[config.mk]
export PLATFORM = sky130hd
export DESIGN_NAME = uart_pkt_rx
export DESIGN_NICKNAME = d
export VERILOG_FILES = /design/src/rtl/uart_pkt_pkg.sv /design/src/rtl/uart_byte_rx.sv /design/src/rtl/uart_pkt_rx.sv
export SDC_FILE = /design/constraint.sdc
export NUM_CORES = 1
export LEC_CHECK = 0
export ABC_AREA = 1
export CORE_UTILIZATION = 63
export CTS_BUF_LIST = sky130_fd_sc_hd__clkbuf_8
export CTS_CLUSTER_SIZE = 28
export DETAILED_ROUTE_END_ITERATION = 16
export PLACE_DENSITY_LB_ADDON = 0.15
export RECOVER_POWER = 25
export SLEW_MARGIN = 10
export SYNTH_ARGS = -nofsm -noshare
export SYNTH_HDL_FRONTEND = slang
export SYNTH_SLANG_ARGS = --single-unit
[constraint.sdc]
create_clock -name clk -period 2.6 [get_ports clk]
set_input_delay 0.26 -clock clk [delete_from_list [all_inputs] [get_ports clk]]
set_output_delay 0.26 -clock clk [all_outputs]
set_load 0.005 [all_outputs]
[src/rtl/uart_pkt_pkg.sv]
// uart_pkt_pkg
// Shared definitions for the UART packet receiver:
//   CLK_FREQ / UART_BPS / PKT_LEN : default configuration values
//   uart_rx_state_t               : byte-level receive FSM states
//   uart_byte_t                   : one received byte
package uart_pkt_pkg;

  localparam int CLK_FREQ = 50_000_000;
  localparam int UART_BPS = 115_200;
  localparam int PKT_LEN  = 8;

  typedef enum logic [1:0] {
    IDLE,
    START,
    DATA,
    STOP
  } uart_rx_state_t;

  typedef logic [7:0] uart_byte_t;

endpackage

[src/rtl/uart_byte_rx.sv]
// uart_byte_rx
// 8N1 byte deserialiser: 2-FF synchroniser plus edge register, bit-period
// counter and the IDLE/START/DATA/STOP byte FSM.
// Ports:
//   clk_i          system clock, rising edge
//   rst_n_i        asynchronous active-low reset
//   rxd_i          raw serial line (idle high, asynchronous to clk_i)
//   idle_o         FSM is in IDLE (only present with UART_PKT_TIMEOUT_EN)
//   byte_valid_o   one-cycle strobe: byte_data_o holds a correctly framed byte
//   byte_data_o    last received byte, LSB received first
// Configuration macro: UART_PKT_TIMEOUT_EN adds the idle_o port.
module uart_byte_rx #(
  parameter int BPS_CNT = 434
) (
  input  logic       clk_i,
  input  logic       rst_n_i,
  input  logic       rxd_i,
`ifdef UART_PKT_TIMEOUT_EN
  output logic       idle_o,
`endif
  output logic       byte_valid_o,
  output logic [7:0] byte_data_o
);
  import uart_pkt_pkg::*;

  localparam int CNT_W = (BPS_CNT > 2) ? $clog2(BPS_CNT) : 1;
  localparam logic [CNT_W-1:0] CNT_MAX = CNT_W'(BPS_CNT - 1);
  localparam logic [CNT_W-1:0] CNT_MID = CNT_W'(BPS_CNT / 2);

  logic             rxd_s1_q, rxd_s2_q, rxd_s3_q;
  logic             fall_edge;
  logic             mid_bit;
  uart_rx_state_t   state_q, state_d;
  logic [CNT_W-1:0] cnt_q, cnt_d;
  logic [2:0]       bit_idx_q, bit_idx_d;
  uart_byte_t       shift_q, shift_d;
  logic             frame_err_q, frame_err_d;
  logic             valid_q, valid_d;

  // Synchroniser resets to the idle (high) line level so that reset release
  // never looks like a start edge.
  always_ff @(posedge clk_i or negedge rst_n_i) begin
    if (!rst_n_i) begin
      rxd_s1_q <= 1'b1;
      rxd_s2_q <= 1'b1;
      rxd_s3_q <= 1'b1;
    end else begin
      rxd_s1_q <= rxd_i;
      rxd_s2_q <= rxd_s1_q;
      rxd_s3_q <= rxd_s2_q;
    end
  end

  assign fall_edge = rxd_s3_q & ~rxd_s2_q;
  assign mid_bit   = (cnt_q == CNT_MID);

  always_ff @(posedge clk_i or negedge rst_n_i) begin
    if (!rst_n_i) begin
      state_q     <= IDLE;
      cnt_q       <= '0;
      bit_idx_q   <= '0;
      shift_q     <= '0;
      frame_err_q <= 1'b0;
      valid_q     <= 1'b0;
    end else begin
      state_q     <= state_d;
      cnt_q       <= cnt_d;
      bit_idx_q   <= bit_idx_d;
      shift_q     <= shift_d;
      frame_err_q <= frame_err_d;
      valid_q     <= valid_d;
    end
  end

  always_comb begin
    state_d     = state_q;
    bit_idx_d   = bit_idx_q;
    shift_d     = shift_q;
    frame_err_d = frame_err_q;
    valid_d     = 1'b0;

    // The counter free-runs through a whole frame; because START hands over
    // to DATA at the mid count without reloading, every later mid count lands
    // in the middle of the following bit.
    if (state_q == IDLE) begin
      cnt_d = '0;
    end else if (cnt_q == CNT_MAX) begin
      cnt_d = '0;
    end else begin
      cnt_d = cnt_q + 1'b1;
    end

    unique case (state_q)
      IDLE: begin
        frame_err_d = 1'b0;
        if (fall_edge) begin
          state_d = START;
        end
      end
      START: begin
        if (mid_bit) begin
          if (!rxd_s2_q) begin
            state_d   = DATA;
            bit_idx_d = '0;
          end else begin
            state_d = IDLE;  // short low glitch, not a start bit
          end
        end
      end
      DATA: begin
        if (mid_bit) begin
          shift_d   = {rxd_s2_q, shift_q[7:1]};
          bit_idx_d = bit_idx_q + 1'b1;
          if (bit_idx_q == 3'd7) begin
            state_d = STOP;
          end
        end
      end
      STOP: begin
        if (frame_err_q) begin
          // Bad stop bit: hold off until the line is idle again.
          if (rxd_s2_q) begin
            state_d     = IDLE;
            frame_err_d = 1'b0;
          end
        end else if (mid_bit) begin
          if (rxd_s2_q) begin
            valid_d = 1'b1;
            state_d = IDLE;  // leaves half a stop bit to catch the next start
          end else begin
            frame_err_d = 1'b1;
          end
        end
      end
      default: state_d = IDLE;
    endcase
  end

`ifdef UART_PKT_TIMEOUT_EN
  assign idle_o = (state_q == IDLE);
`endif
  assign byte_valid_o = valid_q;
  assign byte_data_o  = shift_q;

endmodule

[src/rtl/uart_pkt_rx.sv]
// uart_pkt_rx
// Fixed-length UART packet receiver. Collects PKT_LEN consecutive valid
// bytes from uart_byte_rx and presents them in parallel with a one-cycle
// packet_done strobe. Outputs hold until the next complete packet.
// Ports:
//   clk                     system clock, rising edge
//   rst_n                   asynchronous active-low reset
//   uart_rxd                serial input, idle high
//   packet_done             one-cycle pulse when uart_data* are updated
//   uart_data0..uart_data7  packet bytes, uart_data0 received first
// Configuration macro: UART_PKT_TIMEOUT_EN drops a partial packet after
// TIMEOUT_BITS bit periods of idle line between bytes.
module uart_pkt_rx #(
  parameter int CLK_FREQ     = uart_pkt_pkg::CLK_FREQ,
  parameter int UART_BPS     = uart_pkt_pkg::UART_BPS,
  parameter int PKT_LEN      = uart_pkt_pkg::PKT_LEN,
  parameter int TIMEOUT_BITS = 20
) (
  input  logic       clk,
  input  logic       rst_n,
  input  logic       uart_rxd,
  output logic       packet_done,
  output logic [7:0] uart_data0,
  output logic [7:0] uart_data1,
  output logic [7:0] uart_data2,
  output logic [7:0] uart_data3,
  output logic [7:0] uart_data4,
  output logic [7:0] uart_data5,
  output logic [7:0] uart_data6,
  output logic [7:0] uart_data7
);
  import uart_pkt_pkg::*;

  localparam int BPS_CNT = CLK_FREQ / UART_BPS;
  localparam int IDX_W   = (PKT_LEN > 1) ? $clog2(PKT_LEN) : 1;
  localparam logic [IDX_W-1:0] IDX_LAST = IDX_W'(PKT_LEN - 1);

  // The output port set is fixed at eight bytes.
  if (PKT_LEN < 2 || PKT_LEN > 8 || TIMEOUT_BITS < 1) begin : g_bad_cfg
    $error("uart_pkt_rx: PKT_LEN must be 2..8 and TIMEOUT_BITS >= 1");
  end

  logic                  byte_valid;
  uart_byte_t            byte_data;
  logic [IDX_W-1:0]      idx_q, idx_d;
  uart_byte_t [7:0]      pkt_buf_q, pkt_buf_d;
  uart_byte_t [7:0]      data_q, data_d;
  logic                  done_q, done_d;

`ifdef UART_PKT_TIMEOUT_EN
  localparam int TO_LIMIT = TIMEOUT_BITS * BPS_CNT;
  localparam int TO_W     = $clog2(TO_LIMIT + 1);
  localparam logic [TO_W-1:0] TO_LAST = TO_W'(TO_LIMIT - 1);

  logic            rx_idle;
  logic [TO_W-1:0] idle_cnt_q, idle_cnt_d;
  logic            timeout_hit;
`endif

  uart_byte_rx #(
    .BPS_CNT(BPS_CNT)
  ) u_byte_rx (
    .clk_i        (clk),
    .rst_n_i      (rst_n),
    .rxd_i        (uart_rxd),
`ifdef UART_PKT_TIMEOUT_EN
    .idle_o       (rx_idle),
`endif
    .byte_valid_o (byte_valid),
    .byte_data_o  (byte_data)
  );

`ifdef UART_PKT_TIMEOUT_EN
  // Counts idle cycles only between bytes of a partially received packet.
  always_comb begin
    idle_cnt_d  = '0;
    timeout_hit = 1'b0;
    if (rx_idle && (idx_q != '0) && !byte_valid) begin
      if (idle_cnt_q == TO_LAST) begin
        timeout_hit = 1'b1;
      end else begin
        idle_cnt_d = idle_cnt_q + 1'b1;
      end
    end
  end

  always_ff @(posedge clk or negedge rst_n) begin
    if (!rst_n) begin
      idle_cnt_q <= '0;
    end else begin
      idle_cnt_q <= idle_cnt_d;
    end
  end
`endif

  always_comb begin
    idx_d     = idx_q;
    pkt_buf_d = pkt_buf_q;
    data_d    = data_q;
    done_d    = 1'b0;

    if (byte_valid) begin
      if (idx_q == IDX_LAST) begin
        // Last byte goes straight to the output alongside the buffered ones.
        data_d        = pkt_buf_q;
        data_d[idx_q] = byte_data;
        done_d        = 1'b1;
        idx_d         = '0;
      end else begin
        pkt_buf_d[idx_q] = byte_data;
        idx_d            = idx_q + 1'b1;
      end
    end
`ifdef UART_PKT_TIMEOUT_EN
    else if (timeout_hit) begin
      idx_d = '0;
    end
`endif
  end

  always_ff @(posedge clk or negedge rst_n) begin
    if (!rst_n) begin
      idx_q     <= '0;
      pkt_buf_q <= '0;
      data_q    <= '0;
      done_q    <= 1'b0;
    end else begin
      idx_q     <= idx_d;
      pkt_buf_q <= pkt_buf_d;
      data_q    <= data_d;
      done_q    <= done_d;
    end
  end

  assign packet_done = done_q;
  assign uart_data0  = data_q[0];
  assign uart_data1  = data_q[1];
  assign uart_data2  = data_q[2];
  assign uart_data3  = data_q[3];
  assign uart_data4  = data_q[4];
  assign uart_data5  = data_q[5];
  assign uart_data6  = data_q[6];
  assign uart_data7  = data_q[7];

endmodule

==> results_dict.tcl <==
set metrics [dict create \
    numPortBuffers 67 \
    row_count 36 \
    path_max_fanout 43 \
    criticalPathCategory "flop to flop" \
    worst_ir_drop_vdd_v 0.000381 \
    internal-power_mw 3.67 \
    core_area_um2 9910 \
    synth_sequential_area_ratio 0.607 \
    synth_ff_type "dfrtp_1" \
    route.vias.total 5173 \
    h-tree-depth 4 \
    antenna_cells_inserted 0 \
    relative_max_transition_margin -0.0352 \
    netSwitchingPower_mw 1.11 \
    final_nets 797 \
    first_global_vias 5043 \
    stdcell_count 929 \
    synthesis.area_um2 6560 \
    multi_input_comb_area_um2 2300 \
    power.share.switching 0.232 \
    drt_pre_antenna_iters 5 \
    end_kind "flop" \
    setup_repair_after_global_routing_missed_its_margin "no" \
    maxSlewViolCount 61 \
    netlist_instances 727 \
    power-per-cell-area_nw_per_um2 615 \
    worst-slew-pin-transition_ns 1.55 \
    yosys_warnings 0 \
    clock_tree.root_cell "clkbuf_8" \
    timing.critical_path.arrival_ns 2.28 \
    die_height_um 104 \
    layout.core_utilization 0.784 \
    synth_enable_flop_cells 0 \
    sequential_cell_area_um2 3980 \
    final.period_utilization 0.745 \
    timing.final.hold_violations 0 \
    timing.hold.worst.class "input port to flop" \
    p_comb_frac 0.057 \
    die_width_um 104 \
    synth-seq-cells 159 \
    die_area_um2 10800 \
    final.setup.tns_ns 0 \
    route.detailed.wl_per_inst_um 15.5 \
    critPathRequiredTime_ns 2.94 \
    tritoncts_num_sinks 159 \
    global_route.usage.total 0.288 \
    nFillCells 679 \
    avgSynthCellArea_um2 9.02 \
    ff2ff_setup_slack_ns 0.66 \
    number_of_antenna_violations_at_the_first_check_in_global_routing 0 \
    drive_above_1_share 0.0565 \
    post_drt_via_cell_ratio 5.57 \
    flow.area_growth_from_synthesis_pct 18.5 \
    synth.distinct_cells 25 \
    first_iter_violations 293 \
    wl_um 14400 \
    clock_share_of_power 0.410 \
    clock_tree_from_tritoncts "built" \
    syn-num-nets 740 \
    power_leakage_nw 3.35 \
    clockBufferDepth 2 \
    async_flop_share 1.00 \
    post-route-min-period_ns 1.94 \
    grt_first_pass_wirelength_um 24400 \
    ant_nets 0 \
    run_status "finished with violations" \
    setup-violations-final 0 \
    insertion_delay_ns 0.44 \
    cts.clk_slew.worst_paths_ns 0.08 \
    max_cap_violation_count 1 \
    share_seq_of_total_power 0.532 \
    postCtsSetupRepairBufs 0 \
    startpoint_kind_of_the_worst_setup_timing_path "flop" \
    ioPinCount 68 \
    detail_route.drc_violations 0 \
    violations_in_the_final_reports "capacitance limit, slew limit" \
    initial_core_utilization 0.662 \
    holdWs_ns 0.354 \
    cts_buffers 17 \
    highest_attainable_clock_frequency_mhz 517 \
    overflow 0 \
    place_congestion 0.850 \
    placed_cells 897 \
    worst_clock_skew_ns 0.00970 \
    layout.cells.most_common "nand2_1" \
    grt_max_degree 62 \
    final_cell_mix "nand2_1 (172), dfrtp_1 (156), o21ai_0 (142)" \
    place.detailed.hpwl_um 9160 \
]
## worst max-delay path, cell delays in order, from the launching register on
cell and delay (ns):
dfrtp_1 0.47, ha_1 0.25, ha_1 0.23, or2_4 0.42
buf_12 0.23, o21ai_0 0.23
## area by class of cell
type | count | share of cell area
clock inverter | 12 | 0.0216
sequential | 159 | 0.513
timing repair buffer | 75 | 0.100
multi-input combinational | 502 | 0.297
inverter | 29 | 0.0140
clock buffer | 19 | 0.0337
tap | 133 | 0.0214
## power groups by stage
stage / sequential [mW] / combinational [mW] / clock, mW
after floorplan: 2.58 / 0.170 / 0
after global placement: 2.59 / 0.253 / 0
after detailed placement: 2.59 / 0.266 / 0
after CTS: 2.54 / 0.277 / 1.97
after global routing: 2.55 / 0.322 / 2.08
final: 2.54 / 0.274 / 1.96
## layer usage
metal  GRT usage  share of wire  vias up
met5           0              0        -
met4      0.0898         0.0075        0
met3      0.0595          0.049       11
met2       0.483           0.52      159
met1       0.380           0.43     2511
li1            -              -     2492
## per-stage QoR
| stage | power, mW | setup WS (ns) | cell area (µm²) |
|---|---|---|---|
| after detailed placement | 2.86 | 0.709 | 7340 |
| final | 4.78 | 0.664 | 7770 |
| after global placement | 2.84 | 0.833 | 7340 |
| after global routing | 4.95 | 0.443 | 7770 |
| after CTS | 4.79 | 0.673 | 7770 |
| after floorplan | 2.75 | 0.898 | 6560 |
## state kept, by name, summed over array words and instances, names as in the netlist, named ones only
register,cells
uart_data1,8
u_byte_rx.rxd_s1_q,1
pkt_buf_q,64
u_byte_rx.bit_idx_q,3
u_byte_rx.rxd_s3_q,1
uart_data2,8
u_byte_rx.state_q,1
uart_data5,8
u_byte_rx.cnt_q,9
uart_data4,8
u_byte_rx.byte_valid_o,1
idx_q,3
uart_data6,8
packet_done,1
u_byte_rx.byte_data_o,8
u_byte_rx.rxd_s2_q,1
uart_data0,8
u_byte_rx.frame_err_q,1
uart_data3,8
uart_data7,8
## cells in the mapped netlist, drive strengths merged (3+ instances only)
cell    number  share of area
ha          10          0.019
nand2      173          0.099
dfrtp      156           0.60
nor3         3         0.0023
buf         16          0.014
clkbuf      21          0.012
dfstp        3          0.012
clkinv       8         0.0046
o21ai      145           0.11
nand3        9         0.0069
nor2        83          0.049
or2          3         0.0029
inv         21          0.012
a21oi       70          0.053
## timing repair
action                     CTS  global route
gates resized for setup      0             0
hold endpoints to repair    55             0
hold buffers                 1             0
setup endpoints to repair    0             0
## cell families after synthesis
| group | synth area share |
|---|---|
| XOR/XNOR | 0.00267 |
| flip-flops | 0.607 |
| AND/OR/NAND/NOR | 0.163 |
| buffers and inverters | 0.0429 |
| adder cells (fa/ha/maj) | 0.0191 |
| AO/OA/AOI/OAI | 0.165 |
## worst paths after layout
check,cells past startpoint,endpoint,start
worst max-delay path,5,pkt_buf_q[55],idx_q[0]
worst min-delay path,1,u_byte_rx.rxd_s1_q,uart_rxd
worst max register to register,5,pkt_buf_q[55],idx_q[0]
worst min register to register,0,u_byte_rx.rxd_s2_q,u_byte_rx.rxd_s1_q
max in group asynchronous,3,pkt_buf_q[40],rst_n
min in group asynchronous,2,packet_done,rst_n
(Power assumes the default switching activity.)
